File: config.mk
export PLATFORM = sky130hd
export DESIGN_NAME = stack_sequencer_flat
export DESIGN_NICKNAME = d
export VERILOG_FILES = /design/src/rtl/stack_sequencer_if.sv /design/src/rtl/stack_sequencer.sv /design/src/flat_wrapper.sv
export SDC_FILE = /design/constraint.sdc
export NUM_CORES = 1
export LEC_CHECK = 0
export CELL_PAD_IN_SITES_DETAIL_PLACEMENT = 0
export CELL_PAD_IN_SITES_GLOBAL_PLACEMENT = 1
export CORE_ASPECT_RATIO = 0.6
export CORE_MARGIN = 2
export CORE_UTILIZATION = 41
export CTS_CLUSTER_DIAMETER = 40
export DETAILED_ROUTE_END_ITERATION = 10
export GPL_TIMING_DRIVEN = 0
export MAX_ROUTING_LAYER = met4
export PLACE_DENSITY = 0.8
export SLEW_MARGIN = 20
export SYNTH_ARGS = -nofsm -noshare
export SYNTH_HDL_FRONTEND = slang
export SYNTH_SLANG_ARGS = --single-unit
File: constraint.sdc
create_clock -name clk -period 5.43 [get_ports clk]
set_input_delay 1.086 -clock clk [delete_from_list [all_inputs] [get_ports clk]]
set_output_delay 1.086 -clock clk [all_outputs]
set_load 0.05 [all_outputs]
File: src/rtl/stack_sequencer_if.sv
`default_nettype none
// ============================================================================
// Module      : stack_sequencer_if
// Description : Handshake/bus bundle between an instruction sequencer front end
//               (master) and the stack sequencer (slave).
//   Ports (master -> slave): start, push_mask, pop_mask, sp_in, req_ready
//   Ports (slave -> master): busy, req_valid, req_write, req_reg, req_addr,
//                            sp_out, sp_we, done
// Revision    : 1.0 - initial release
// ============================================================================
interface stack_sequencer_if #(
    parameter int MASK_W = 16
);
    logic              start;
    logic [MASK_W-1:0] push_mask;
    logic [MASK_W-1:0] pop_mask;
    logic [15:0]       sp_in;
    logic              busy;
    logic              req_valid;
    logic              req_ready;
    logic              req_write;
    logic [3:0]        req_reg;
    logic [15:0]       req_addr;
    logic [15:0]       sp_out;
    logic              sp_we;
    logic              done;

    modport master (
        output start, push_mask, pop_mask, sp_in, req_ready,
        input  busy, req_valid, req_write, req_reg, req_addr, sp_out, sp_we, done
    );

    modport slave (
        input  start, push_mask, pop_mask, sp_in, req_ready,
        output busy, req_valid, req_write, req_reg, req_addr, sp_out, sp_we, done
    );
endinterface
`default_nettype wire

File: src/rtl/stack_sequencer.sv
`default_nettype none
// ============================================================================
// Module      : stack_sequencer
// Description : Turns a decoded instruction's push/pop register masks into a
//               sequence of one-word stack bus transfers and reports the final
//               stack pointer. Pushes go lowest bit first with pre-decrement,
//               pops go highest bit first with post-increment; pop bit 5
//               (BP_SKIP_SP) only advances SP.
//   clk, reset : clock, synchronous active-high reset
//   bus        : stack_sequencer_if.slave (start/masks/sp_in in; request
//                handshake, busy, done, sp_out/sp_we out)
// Revision    : 1.0 - initial release
// ============================================================================
module stack_sequencer #(
    parameter int MASK_W = 16
) (
    input  logic             clk,
    input  logic             reset,
    stack_sequencer_if.slave bus
);

    typedef enum logic [1:0] {
        S_IDLE = 2'd0,
        S_PUSH = 2'd1,
        S_POP  = 2'd2,
        S_DONE = 2'd3
    } state_t;

    localparam int                c_SKIP_BIT  = 5;
    localparam logic [3:0]        c_SKIP_IDX  = 4'd5;
    localparam logic [MASK_W-1:0] c_SKIP_MASK = MASK_W'(1) << c_SKIP_BIT;

    state_t            state_q, state_d;
    logic [MASK_W-1:0] push_q, push_d;
    logic [MASK_W-1:0] pop_q, pop_d;
    logic [15:0]       sp_q, sp_d;

    logic              req_valid_q;
    logic              req_write_q;
    logic [3:0]        req_reg_q;
    logic [15:0]       req_addr_q;
    logic              busy_q;
    logic              done_q;
    logic              sp_we_q;
    logic [15:0]       sp_out_q;

    logic              w_hs;
    logic [3:0]        w_push_idx;
    logic [3:0]        w_pop_idx;
    logic [3:0]        w_nxt_push_idx;
    logic [3:0]        w_nxt_pop_idx;

    // Index of the lowest set bit (0 when the mask is empty).
    function automatic logic [3:0] lo_idx(input logic [MASK_W-1:0] m);
        lo_idx = '0;
        for (int i = MASK_W - 1; i >= 0; i--) begin
            if (m[i]) lo_idx = 4'(i);
        end
    endfunction

    // Index of the highest set bit (0 when the mask is empty).
    function automatic logic [3:0] hi_idx(input logic [MASK_W-1:0] m);
        hi_idx = '0;
        for (int i = 0; i < MASK_W; i++) begin
            if (m[i]) hi_idx = 4'(i);
        end
    endfunction

    always_comb begin
        state_d    = state_q;
        push_d     = push_q;
        pop_d      = pop_q;
        sp_d       = sp_q;
        w_hs       = req_valid_q & bus.req_ready;
        w_push_idx = lo_idx(push_q);
        w_pop_idx  = hi_idx(pop_q);

        case (state_q)
            S_IDLE: begin
                if (bus.start) begin
                    // Push bit 5 never produces traffic, so drop it up front.
                    push_d = bus.push_mask & ~c_SKIP_MASK;
                    pop_d  = bus.pop_mask;
                    sp_d   = bus.sp_in;
                    if (push_d != '0)     state_d = S_PUSH;
                    else if (pop_d != '0) state_d = S_POP;
                    else                  state_d = S_DONE;
                end
            end
            S_PUSH: begin
                if (w_hs) begin
                    sp_d   = sp_q - 16'd2;
                    push_d = push_q & ~(MASK_W'(1) << w_push_idx);
                    if (push_d == '0) state_d = (pop_q != '0) ? S_POP : S_DONE;
                end
            end
            S_POP: begin
                // The skip bit has no request, so it retires without a handshake.
                if (w_hs || (w_pop_idx == c_SKIP_IDX)) begin
                    sp_d  = sp_q + 16'd2;
                    pop_d = pop_q & ~(MASK_W'(1) << w_pop_idx);
                    if (pop_d == '0) state_d = S_DONE;
                end
            end
            S_DONE: begin
                state_d = S_IDLE;
                push_d  = '0;
                pop_d   = '0;
            end
            default: state_d = S_IDLE;
        endcase

        w_nxt_push_idx = lo_idx(push_d);
        w_nxt_pop_idx  = hi_idx(pop_d);
    end

    // Outputs are registered from the next-state values so each request is
    // presented in the cycle right after the decision that produced it.
    always_ff @(posedge clk) begin
        if (reset) begin
            state_q     <= S_IDLE;
            push_q      <= '0;
            pop_q       <= '0;
            sp_q        <= '0;
            req_valid_q <= 1'b0;
            req_write_q <= 1'b0;
            req_reg_q   <= '0;
            req_addr_q  <= '0;
            busy_q      <= 1'b0;
            done_q      <= 1'b0;
            sp_we_q     <= 1'b0;
            sp_out_q    <= '0;
        end else begin
            state_q     <= state_d;
            push_q      <= push_d;
            pop_q       <= pop_d;
            sp_q        <= sp_d;
            req_valid_q <= (state_d == S_PUSH) ||
                           ((state_d == S_POP) && (w_nxt_pop_idx != c_SKIP_IDX));
            req_write_q <= (state_d == S_PUSH);
            busy_q      <= (state_d != S_IDLE);
            done_q      <= (state_d == S_DONE);
            sp_we_q     <= (state_d == S_DONE);
            if (state_d == S_DONE) sp_out_q <= sp_d;
            case (state_d)
                S_PUSH: begin
                    req_reg_q  <= w_nxt_push_idx;
                    req_addr_q <= sp_d - 16'd2;
                end
                S_POP: begin
                    req_reg_q  <= w_nxt_pop_idx;
                    req_addr_q <= sp_d;
                end
                default: begin
                    req_reg_q  <= '0;
                    req_addr_q <= '0;
                end
            endcase
        end
    end

    assign bus.busy      = busy_q;
    assign bus.req_valid = req_valid_q;
    assign bus.req_write = req_write_q;
    assign bus.req_reg   = req_reg_q;
    assign bus.req_addr  = req_addr_q;
    assign bus.sp_out    = sp_out_q;
    assign bus.sp_we     = sp_we_q;
    assign bus.done      = done_q;

endmodule
`default_nettype wire

File: src/flat_wrapper.sv
// flat-port wrapper written by rule: the top's interface ports become plain ports
module stack_sequencer_flat 
#(
    parameter int MASK_W = 16
)
  (clk, reset, bus_start, bus_push_mask, bus_pop_mask, bus_sp_in, bus_req_ready, bus_busy, bus_req_valid, bus_req_write, bus_req_reg, bus_req_addr, bus_sp_out, bus_sp_we, bus_done);
  stack_sequencer_if #(.MASK_W(MASK_W)) bus_i ();
  input  logic clk;
  input  logic reset;
  input wire logic [$bits(bus_i.start)-1:0] bus_start;
  input wire logic [$bits(bus_i.push_mask)-1:0] bus_push_mask;
  input wire logic [$bits(bus_i.pop_mask)-1:0] bus_pop_mask;
  input wire logic [$bits(bus_i.sp_in)-1:0] bus_sp_in;
  input wire logic [$bits(bus_i.req_ready)-1:0] bus_req_ready;
  output wire logic [$bits(bus_i.busy)-1:0] bus_busy;
  output wire logic [$bits(bus_i.req_valid)-1:0] bus_req_valid;
  output wire logic [$bits(bus_i.req_write)-1:0] bus_req_write;
  output wire logic [$bits(bus_i.req_reg)-1:0] bus_req_reg;
  output wire logic [$bits(bus_i.req_addr)-1:0] bus_req_addr;
  output wire logic [$bits(bus_i.sp_out)-1:0] bus_sp_out;
  output wire logic [$bits(bus_i.sp_we)-1:0] bus_sp_we;
  output wire logic [$bits(bus_i.done)-1:0] bus_done;
  assign bus_i.start = bus_start;
  assign bus_i.push_mask = bus_push_mask;
  assign bus_i.pop_mask = bus_pop_mask;
  assign bus_i.sp_in = bus_sp_in;
  assign bus_i.req_ready = bus_req_ready;
  assign bus_busy = bus_i.busy;
  assign bus_req_valid = bus_i.req_valid;
  assign bus_req_write = bus_i.req_write;
  assign bus_req_reg = bus_i.req_reg;
  assign bus_req_addr = bus_i.req_addr;
  assign bus_sp_out = bus_i.sp_out;
  assign bus_sp_we = bus_i.sp_we;
  assign bus_done = bus_i.done;
  stack_sequencer #(.MASK_W(MASK_W)) u_core (.clk(clk), .reset(reset), .bus(bus_i));
endmodule
==> out/metrics.cfg, run 1 <==
[final_layout]
fin_util_pct=50.7
antenna_cells=0
drive_above_1_share_pct=7.90
fill_cells=1582
fin_cells=1196
syn_to_final_growth_pct=22.1
fin_nets=1046

[power_and_ir_drop]
p_sw_share_pct=56.0
intPower_mw=2.47
clockPowerShare_pct=11.4
max-vdd-ir-drop_uv=288
p_switching_mw=3.14
seqPwrFrac_pct=17.9
leakagePower_nw=2.95
combPwrFrac_pct=70.6
p_total_mw=5.61
power.density_mw_per_mm2=685

[worst_setup_path]
cp.arrival_ns=5.45
crit_path_start_kind=input pin
reg2reg_slack_ns=0.44
crit_type=input pin to register
path_max_fanout=10
critPathRequiredTime_ns=5.72
cp-end-kind=register

[synthesis]
ys_ff_latch=90
yosysWarnings=0
synth-main-ff-cell=dfxtp_1
synth_fp_nets=946
yosys-top-cells-area=dfxtp_1 27%, nor2_1 6.6%, nand2_1 3.9%, a21oi_1 3.4%, clkbuf_1 2.6%
synth-edff-count=0
yosys.cell_count.top_type=nor2_1
ys_seq_area_share_pct=26.9
syn_inst=882
async_reset_ff_share_pct=0
yosysUniqueCellTypes=92
syn_avg_cell_area_sq_um=7.60
synth_top_area_share_pct=26.9
yosysTopAreaCell=dfxtp_1
yosys-top-cells-count=117 x nor2_1, 90 x dfxtp_1, 69 x nand2_1, 46 x clkbuf_1, 45 x a21oi_1
synthesis.area_sq_mm=0.00670

[sta]
fmax_mhz=194
finalSetupViolations=0
holdWs_ns=0.496
fin_crit_ns=5.17
worst_slew_pin_slew_ns=1.06
fin_crit_sh_pct=95.1
relSlewSlack_pct=28.7
hold_viol=0
rsz0062_at_grt=no
slew_viol_final=0
setup_tns_ns=0
clock_skew_ns=0.00765

[grt]
grt_max_degree=19
grtUsageTotal_pct=32.1
grt_first_pass_wirelength_um=41200
grt_pass1_vias=6800
antenna_found_initial=0
gr-total-overflow=0

[clocking]
ctsHtreeMaxLevel=3
cts_buffers=9
cts_max_path_buffers=2
clkLatencyLatePin_ns=0.36
cts_tree=done
clkSinkCount=90
clockRootBuffer=clkbuf_16
clkTransAtPathRegs_ns=0.08

[placement]
gp_congestion=0.970
hpwl_um=20700
io_buffers=89
numPlacedInstances=1180

[die]
core_sq_mm=0.0161
ioPinCount=93
start_util_pct=41.6
rows=36
die_w_um=169
die-height_um=103
dieArea_sq_mm=0.0174

[route]
drc=0
firstDrtPassIters=6
wl_per_cell_um=22.7
wl_um=27100
antenna_left=0
vias=7623
drt_iter0_drc=1116
viasPerCell=6.37

[flow_run]
max_cap_viol_count=0

[run_status]
run_status=complete, no violations

[worst_hold_path]
hold_class=register to register

==> timing repair <==
action                     CTS  global route
setup endpoints to repair    4             9
hold buffers                 0             0
setup buffers                0             0
pin swaps                    0             0
gates resized for setup      2             3
gates cloned                 0             0
==> kinds of logic after synthesis <==
kind of cell               Yosys count  synth area share (%)
xor gates and xnor gates            18                  2.35
and+or+nand+nor                    362                  28.1
muxes                               25                  3.96
DFF                                 90                  26.9
buffers and inverters              103                  6.31
AOI/OAI and AO/OA                  272                  30.2
adders and majority gates           12                  2.24
==> layout by cell type (no fill, tap or decap), types with 7 or more instances in the layout <==
| cell type | instances |
|---|---|
| nor2_1 | 116 |
| dfxtp_1 | 90 |
| clkdlybuf4s50_1 | 89 |
| nand2_1 | 69 |
| a21oi_1 | 45 |
| clkbuf_1 | 45 |
| inv_1 | 37 |
| o21ai_0 | 29 |
| nand3_1 | 27 |
| o22ai_1 | 22 |
| nor3_1 | 20 |
| a31oi_1 | 19 |
| nand4_1 | 18 |
| nor4_1 | 18 |
| nor2b_1 | 17 |
| mux2i_1 | 13 |
| and2_1 | 12 |
| a22oi_1 | 12 |
| ha_1 | 12 |
| or3_1 | 11 |
| mux2_2 | 11 |
| xor2_1 | 11 |
| or4_1 | 10 |
| a211oi_1 | 10 |
| o21ai_1 | 9 |
| a22o_1 | 9 |
| clkbuf_16 | 9 |
| a221oi_1 | 8 |
| or2_2 | 8 |
| buf_2 | 7 |
| xnor2_1 | 7 |
==> stage by stage <==
stage / setup slack (ns) / area (sq um)
2_1_floorplan: 1.44 / 6700
3_3_place_gp: -0.638 / 7860
3_5_place_dp: -0.506 / 7870
4_1_cts: 0.0292 / 8170
5_1_grt: 0.0898 / 8180
6_report: 0.264 / 8180
==> path summary, 6_finish.rpt <==
kind	from	endpoint	cells after the start
worst min register to register	u_core.bus.sp_out[11]	u_core.bus.sp_out[11]	2
worst min-delay path	u_core.bus.sp_out[11]	u_core.bus.sp_out[11]	2
worst max register to register	u_core.push_q[6]	u_core.bus.req_reg[1]	14
worst max-delay path	bus_start	u_core.bus.req_reg[1]	14
==> critical path, stage by stage <==
cell and delay (ns):
clkbuf_1 0.32, buf_2 0.36, clkbuf_1 0.43, clkbuf_1 0.55, nor4b_1 0.37, nand4_1 0.30
a41oi_1 0.28, o21ai_0 0.13, o31ai_1 0.24, ha_1 0.38, nor2_2 0.26, and2_1 0.35
o21ai_0 0.26, o21ai_1 0.13
==> metal layers <==
layer	vias up	GRT usage, %	share of wire (%)
met1	3563	49.5	50
met4	0	6.51	1.5
met3	35	8.56	12
met2	486	40.3	36
met5	-	-	0
li1	3539	-	-
==> power by group through the flow <==
| stage | registers [mW] | clock network, mW | logic, mW |
|---|---|---|---|
| after floorplan | 1.18 | 0 | 2.47 |
| after global placement | 1.01 | 0 | 3.83 |
| after detailed placement | 1.01 | 0 | 3.79 |
| after CTS | 0.995 | 0.650 | 3.82 |
| after global routing | 1.02 | 0.675 | 4.25 |
| final | 1.01 | 0.640 | 3.96 |
==> area by class of cell <==
type                    count  area, sq um  area share (%)
plain buffers              64          278            3.40
multi-input cells         689         4500            55.1
clock buffers               9          225            2.75
flip-flops and latches     90         1800            22.0
inverters                  39          146            1.79
repair buffers             89          891            10.9
well taps                 209          262            3.20
clock inverters             7         73.8           0.902
(Power assumes the default switching activity.)
==> run 2, diff against run 1 <==
- CORE_UTILIZATION: 41 -> 42
- CTS_BUF_LIST: not set -> sky130_fd_sc_hd__clkbuf_4 sky130_fd_sc_hd__clkbuf_8
- PLACE_DENSITY: 0.8 -> 0.82
==> run 2 against run 1 <==
Against the previous run: clock power down 21%; first-iteration DRC count down 1.6%; power down 2.8%; final area down 1.2%; via count up 0.38%; final cell count down 0.50%; sequential share of layout area up 0.28 points; worst setup slack worse by 0.0089 ns; clock skew up 0.0098 ns; core utilization up 1.5 points; die area down 2.3%; maximum frequency down 0.17%; critical endpoint is now u_core.bus.req_addr[15]; largest power group unchanged.
==> out/metrics.cfg, run 2 (synthesis results as in run 1) <==
[final_layout]
design_area_sq_mm=0.00808  ; -1.2%
multi_input_area_sq_mm=0.00450  ; about the same
fill_cells=1538  ; -2.8%
regArea_sq_mm=0.00180  ; unchanged
fin_cells=1190  ; -0.50%
layout_common_cells=117 x nor2_1, 90 x dfxtp_1, 89 x clkdlybuf4s50_1
fin_nets=1046  ; unchanged
drive_above_1_share_pct=7.90  ; unchanged
syn_to_final_growth_pct=20.6
final_common_cell=nor2_1
antenna_cells=0  ; unchanged

[sta]
rsz0062_at_grt=no
clock_skew_ns=0.0174  ; +0.00976 ns
relSlewSlack_pct=27.4  ; -1.3 points
worst_slew_pin_slew_ns=1.07  ; +0.0114 ns
fin_crit_sh_pct=95.3  ; +0.16 points
fin_crit_ns=5.17  ; +0.00886 ns
fmax_mhz=193  ; -0.17%
setup_ws_ns=0.255  ; -0.00886 ns
setup_tns_ns=0  ; unchanged
hold_viol=0  ; unchanged
finalSetupViolations=0  ; unchanged
slew_viol_final=0  ; unchanged

[die]
start_util_pct=43.4  ; +1.8 points
dieArea_sq_mm=0.0170  ; -2.3%
rows=35  ; -2.8%
die_w_um=167  ; -1.2%
ioPinCount=93  ; unchanged
die-height_um=102  ; -1.2%
core_sq_mm=0.0155  ; -4.1%

[clocking]
clkTransAtPathRegs_ns=0.12  ; +0.04 ns
ctsHtreeMaxLevel=3  ; unchanged
cts_tree=done
cts_max_path_buffers=2  ; unchanged
cts_buffers=9  ; unchanged
clkLatencyLatePin_ns=0.40  ; +0.04 ns
cts_setup_buffers=0  ; unchanged
clockRootBuffer=clkbuf_8
clkSinkCount=90  ; unchanged

[run_status]
run_status=complete, no violations

[worst_setup_path]
cp_slowest_cell=clkdlybuf4s50_1
cp_common_cell=nand2_1
crit_path_start_kind=input pin
crit_type=input pin to register
cp-end-kind=register
reg2reg_slack_ns=0.30  ; -0.14 ns
critPathBufInv=2  ; -2
crit_cells=13  ; -1
cp_cell_sequence=clkdlybuf4s50_1, nand2_1, clkbuf_1, or3_1, a21oi_1, a31oi_1, a2111o_1, a2111oi_2, o31ai_1, ha_1, nor2_1, nand2_1, o32ai_1
critPathRequiredTime_ns=5.71  ; about the same
cp.arrival_ns=5.46  ; about the same
cp_slowest_stage_delay_ns=0.49  ; -0.06 ns
reg2reg_depth=13  ; -1
path_max_fanout=10  ; unchanged
crit_family=compound AO/OA/AOI/OAI gates

[route]
antenna_left=0  ; unchanged
firstDrtPassIters=8  ; +2
drt_iter0_drc=1098  ; -1.6%
vias=7652  ; +0.38%
wl_met2_um=9760  ; +0.17%
wl_met1_um=13200  ; -2.8%
drc=0  ; unchanged
wl_per_cell_um=22.6  ; -0.38%
viasPerCell=6.43  ; +0.89%
top_layer=met4
wl_met3_um=3560  ; +5.6%
wl_um=26900  ; -0.88%

[flow_run]
max_cap_viol_count=0  ; unchanged

[grt]
antenna_found_initial=0  ; unchanged
grtUsageTotal_pct=32.0  ; -0.094 points
gr-total-overflow=0  ; unchanged
grt_first_pass_wirelength_um=40900  ; -0.65%
grt_max_degree=20  ; +1
grt_pass1_vias=6843  ; +0.63%

[worst_hold_path]
hold_class=register to register
min_path_cells=2  ; unchanged

[placement]
numPlacedInstances=1174  ; -0.51%
gp_congestion=1.00  ; +3.5%
hpwl_um=20200  ; -2.4%
placed_cell_area_sq_mm=0.00786  ; about the same
preCtsSetupSlack_ns=-0.357  ; +0.149 ns
io_buffers=89  ; unchanged

[power_and_ir_drop]
leakagePower_nw=2.92  ; -1.0%
max-vdd-ir-drop_uv=364  ; +26%
p_total_mw=5.45  ; -2.8%
power.density_mw_per_mm2=675  ; -1.5%

run 2: worst min-delay path: stages, from the launching register on:
cell,delay [ns]
dfxtp_1,0.34
mux2i_1,0.06
nor2_1,0.08
run 2: cell type report:
class                      instances  area share (%)
timing repair buffer              89            11.0
multi-input combinational        689            55.7
buffer                            64            3.45
inverter                          39            1.81
clock inverter                     7            1.01
sequential                        90            22.3
clock buffer                       9            1.53
tap                              203            3.14
run 2: layer usage:
metal / global-route usage [%] / vias to the layer above
met4: 6.43 / 0
met3: 10.4 / 35
met5: - / -
li1: - / 3531
met2: 39.5 / 488
met1: 48.9 / 3598
run 2: repair_timing:
item,in CTS,in global routing
resized for setup,0,7
hold buffers,0,0
endpoints found under the setup margin,0,31
run 2: where the power goes:
group          internal (mW)  total (mW)  switching [mW]  leakage, nW
Clock                  0.185       0.504           0.319        0.104
Sequential             0.826        1.00           0.176        0.734
Combinational           1.31        3.95            2.63         2.08
run 2: through the flow:
stage               util [%]  hold slack (ns)
detailed placement      50.8            0.482
finish                  52.3            0.509
CTS                     52.2            0.508
global placement        50.8            0.473
global route            52.3            0.536
floorplan                  -            0.488
run 2: path summary, 6_finish.rpt:
kind,from,end
max,bus_req_ready,u_core.bus.req_addr[15]
min,u_core.bus.sp_out[11],u_core.bus.sp_out[11]
max reg2reg,u_core.push_q[3],u_core.bus.req_addr[15]
min reg2reg,u_core.bus.sp_out[11],u_core.bus.sp_out[11]
==> run 3, diff against run 2 <==
- CORE_ASPECT_RATIO: 0.6 -> 1.5
- CORE_MARGIN: 2 -> not set
==> run 3 against run 2 <==
Against the previous run: worst setup slack lost 0.068 ns; maximum frequency decreased by 1.3%; register-to-register slack about the same; combinational power about the same; routed wire length up 2.2%; highest routed layer unchanged; first-iteration DRC count down 52%; sequential share of layout area about the same; flip-flop and latch count unchanged; non-clock buffer count down 1; global-route usage up 2.6 points; critical endpoint is now u_core.bus.req_reg[1].
==> out/metrics.cfg, run 3 (synthesis results as in run 1) <==
[clocking]
clkTransAtPathRegs_ns=0.10  ; -0.02 ns
clockRootBuffer=clkbuf_8
clkSinkCount=90  ; unchanged
cts_max_path_buffers=2  ; unchanged
cts_tree=done
clkLatencyLatePin_ns=0.38  ; -0.02 ns
cts_buffers=9  ; unchanged
holdBufCountCts=0  ; unchanged
ctsHtreeMaxLevel=3  ; unchanged

[sta]
fin_crit_sh_pct=96.6  ; +1.3 points
hold_viol=0  ; unchanged
worst_slew_pin_slew_ns=0.940  ; -0.134 ns
setup_ws_ns=0.187  ; -0.0683 ns
clock_skew_ns=0.0102  ; -0.00723 ns
finalSetupViolations=0  ; unchanged
fmax_mhz=191  ; -1.3%
relSlewSlack_pct=36.3  ; +8.9 points
fin_crit_ns=5.24  ; +0.0683 ns
rsz0062_at_grt=no
slew_viol_final=0  ; unchanged
holdWs_ns=0.499  ; -0.0108 ns

[route]
viasPerCell=6.35  ; -1.2%
antenna_left=0  ; unchanged
drc=0  ; unchanged
wl_um=27500  ; +2.2%
vias=7553  ; -1.3%
drt_iter0_drc=528  ; -52%
wl_per_cell_um=23.1  ; +2.2%
firstDrtPassIters=7  ; -1

[run_status]
run_status=complete, no violations

[placement]
numPlacedInstances=1174  ; unchanged
preCtsSetupSlack_ns=-0.732  ; -0.375 ns
io_buffers=89  ; unchanged
hpwl_um=21100  ; +4.6%
gp_congestion=0.944  ; -6.0%

[die]
die-height_um=157  ; +54%
dieArea_sq_mm=0.0165  ; -3.2%
die_w_um=105  ; -37%
rows=56  ; +60%
start_util_pct=42.9  ; -0.46 points
ioPinCount=93  ; unchanged
core_sq_mm=0.0156  ; +1.1%

[worst_setup_path]
crit_path_start_kind=input pin
cp.arrival_ns=5.56  ; +0.10 ns
path_max_fanout=10  ; unchanged
cp-end-kind=register
critPathRequiredTime_ns=5.74  ; +0.03 ns
crit_type=input pin to register

[final_layout]
multi_input_area_sq_mm=0.00450  ; about the same
fin_cells=1189  ; -0.084%
regArea_sq_mm=0.00180  ; unchanged
layout_common_cells=116 x nor2_1, 90 x dfxtp_1, 89 x clkdlybuf4s50_1
fill_cells=1602  ; +4.2%
final_common_cell=nor2_1
antenna_cells=0  ; unchanged
syn_to_final_growth_pct=20.3
drive_above_1_share_pct=8.01  ; +0.11 points
fin_nets=1045  ; -0.096%

[grt]
grt_first_pass_wirelength_um=42000  ; +2.7%
grt_pass1_vias=7482  ; +9.3%
gr-total-overflow=0  ; unchanged
grt_max_degree=18  ; -10%
grtUsageTotal_pct=34.7  ; +2.6 points
antenna_found_initial=0  ; unchanged

[flow_run]
max_cap_viol_count=0  ; unchanged

[worst_hold_path]
hold_class=register to register

[power_and_ir_drop]
leakagePower_nw=2.91  ; -0.22%
power.density_mw_per_mm2=668  ; -1.0%
max-vdd-ir-drop_uv=433  ; +19%

run 3: cell count changes in the layout (fill, tap and decap cells not counted), sizes merged:
cell	before	now
clkinv	5	2
clkinvlp	0	1
inv	41	42
run 3: worst paths after layout:
check                                           from               endpoint  slack [ns]  depth (start not counted)
worst min-delay path            u_core.bus.sp_out[1]   u_core.bus.sp_out[1]        0.50                          2
worst min register to register  u_core.bus.sp_out[1]   u_core.bus.sp_out[1]        0.50                          2
worst max register to register     u_core.push_q[15]  u_core.bus.req_reg[1]        0.31                         15
worst max-delay path                   bus_req_ready  u_core.bus.req_reg[1]        0.19                         14
run 3: metal layers:
layer  share of wire [%]  up-vias  track usage, %
met3                 5.4      110            4.16
li1                    -     3538               -
met4                 6.4        0            21.4
met5                   0        -               -
met1                  38     3570            36.8
met2                  50      335            61.3
run 3: critical path, cell delays in order:
cell and delay, ns:
clkdlybuf4s50_1 0.50, nand2_1 0.22, clkbuf_2 0.31, or3_1 0.39, a21oi_1 0.24, a31oi_1 0.12
a2111o_1 0.42, a2111oi_1 0.49, o31ai_2 0.22, ha_1 0.36, nor2_2 0.38, and2_1 0.38
o21ai_0 0.29, o21ai_1 0.16
run 3: timing repair:
| item | CTS | global route |
|---|---|---|
| setup buffers | 0 | 0 |
| setup endpoints to repair | 10 | 20 |
| resized for setup | 3 | 6 |
| endpoints found under the hold margin | 0 | 0 |
run 3: per-stage QoR:
step	setup TNS [ns]	util [%]	total power [mW]	cell area, sq um
CTS	0	51.5	5.29	8040
global route	0	51.6	5.72	8060
global placement	-9.09	50.2	4.82	7850
floorplan	0	-	3.65	6700
detailed placement	-10.50	50.2	4.79	7850
finish	0	51.6	5.38	8060
run 3: power by group:
group,internal (mW),switching [mW],leakage [nW]
Clock,0.189,0.277,0.0962
Combinational,1.32,2.60,2.08
Sequential,0.826,0.173,0.734
Total,2.33,3.05,2.91
run 3: layout make-up:
class / instances / area share (%)
Clock inverter: 6 / 0.667
Timing Repair Buffer: 89 / 11.0
Tap cell: 203 / 3.15
Multi-Input combinational cell: 689 / 55.9
Buffer: 63 / 3.41
Inverter: 39 / 1.82
Sequential cell: 90 / 22.3
Clock buffer: 10 / 1.71
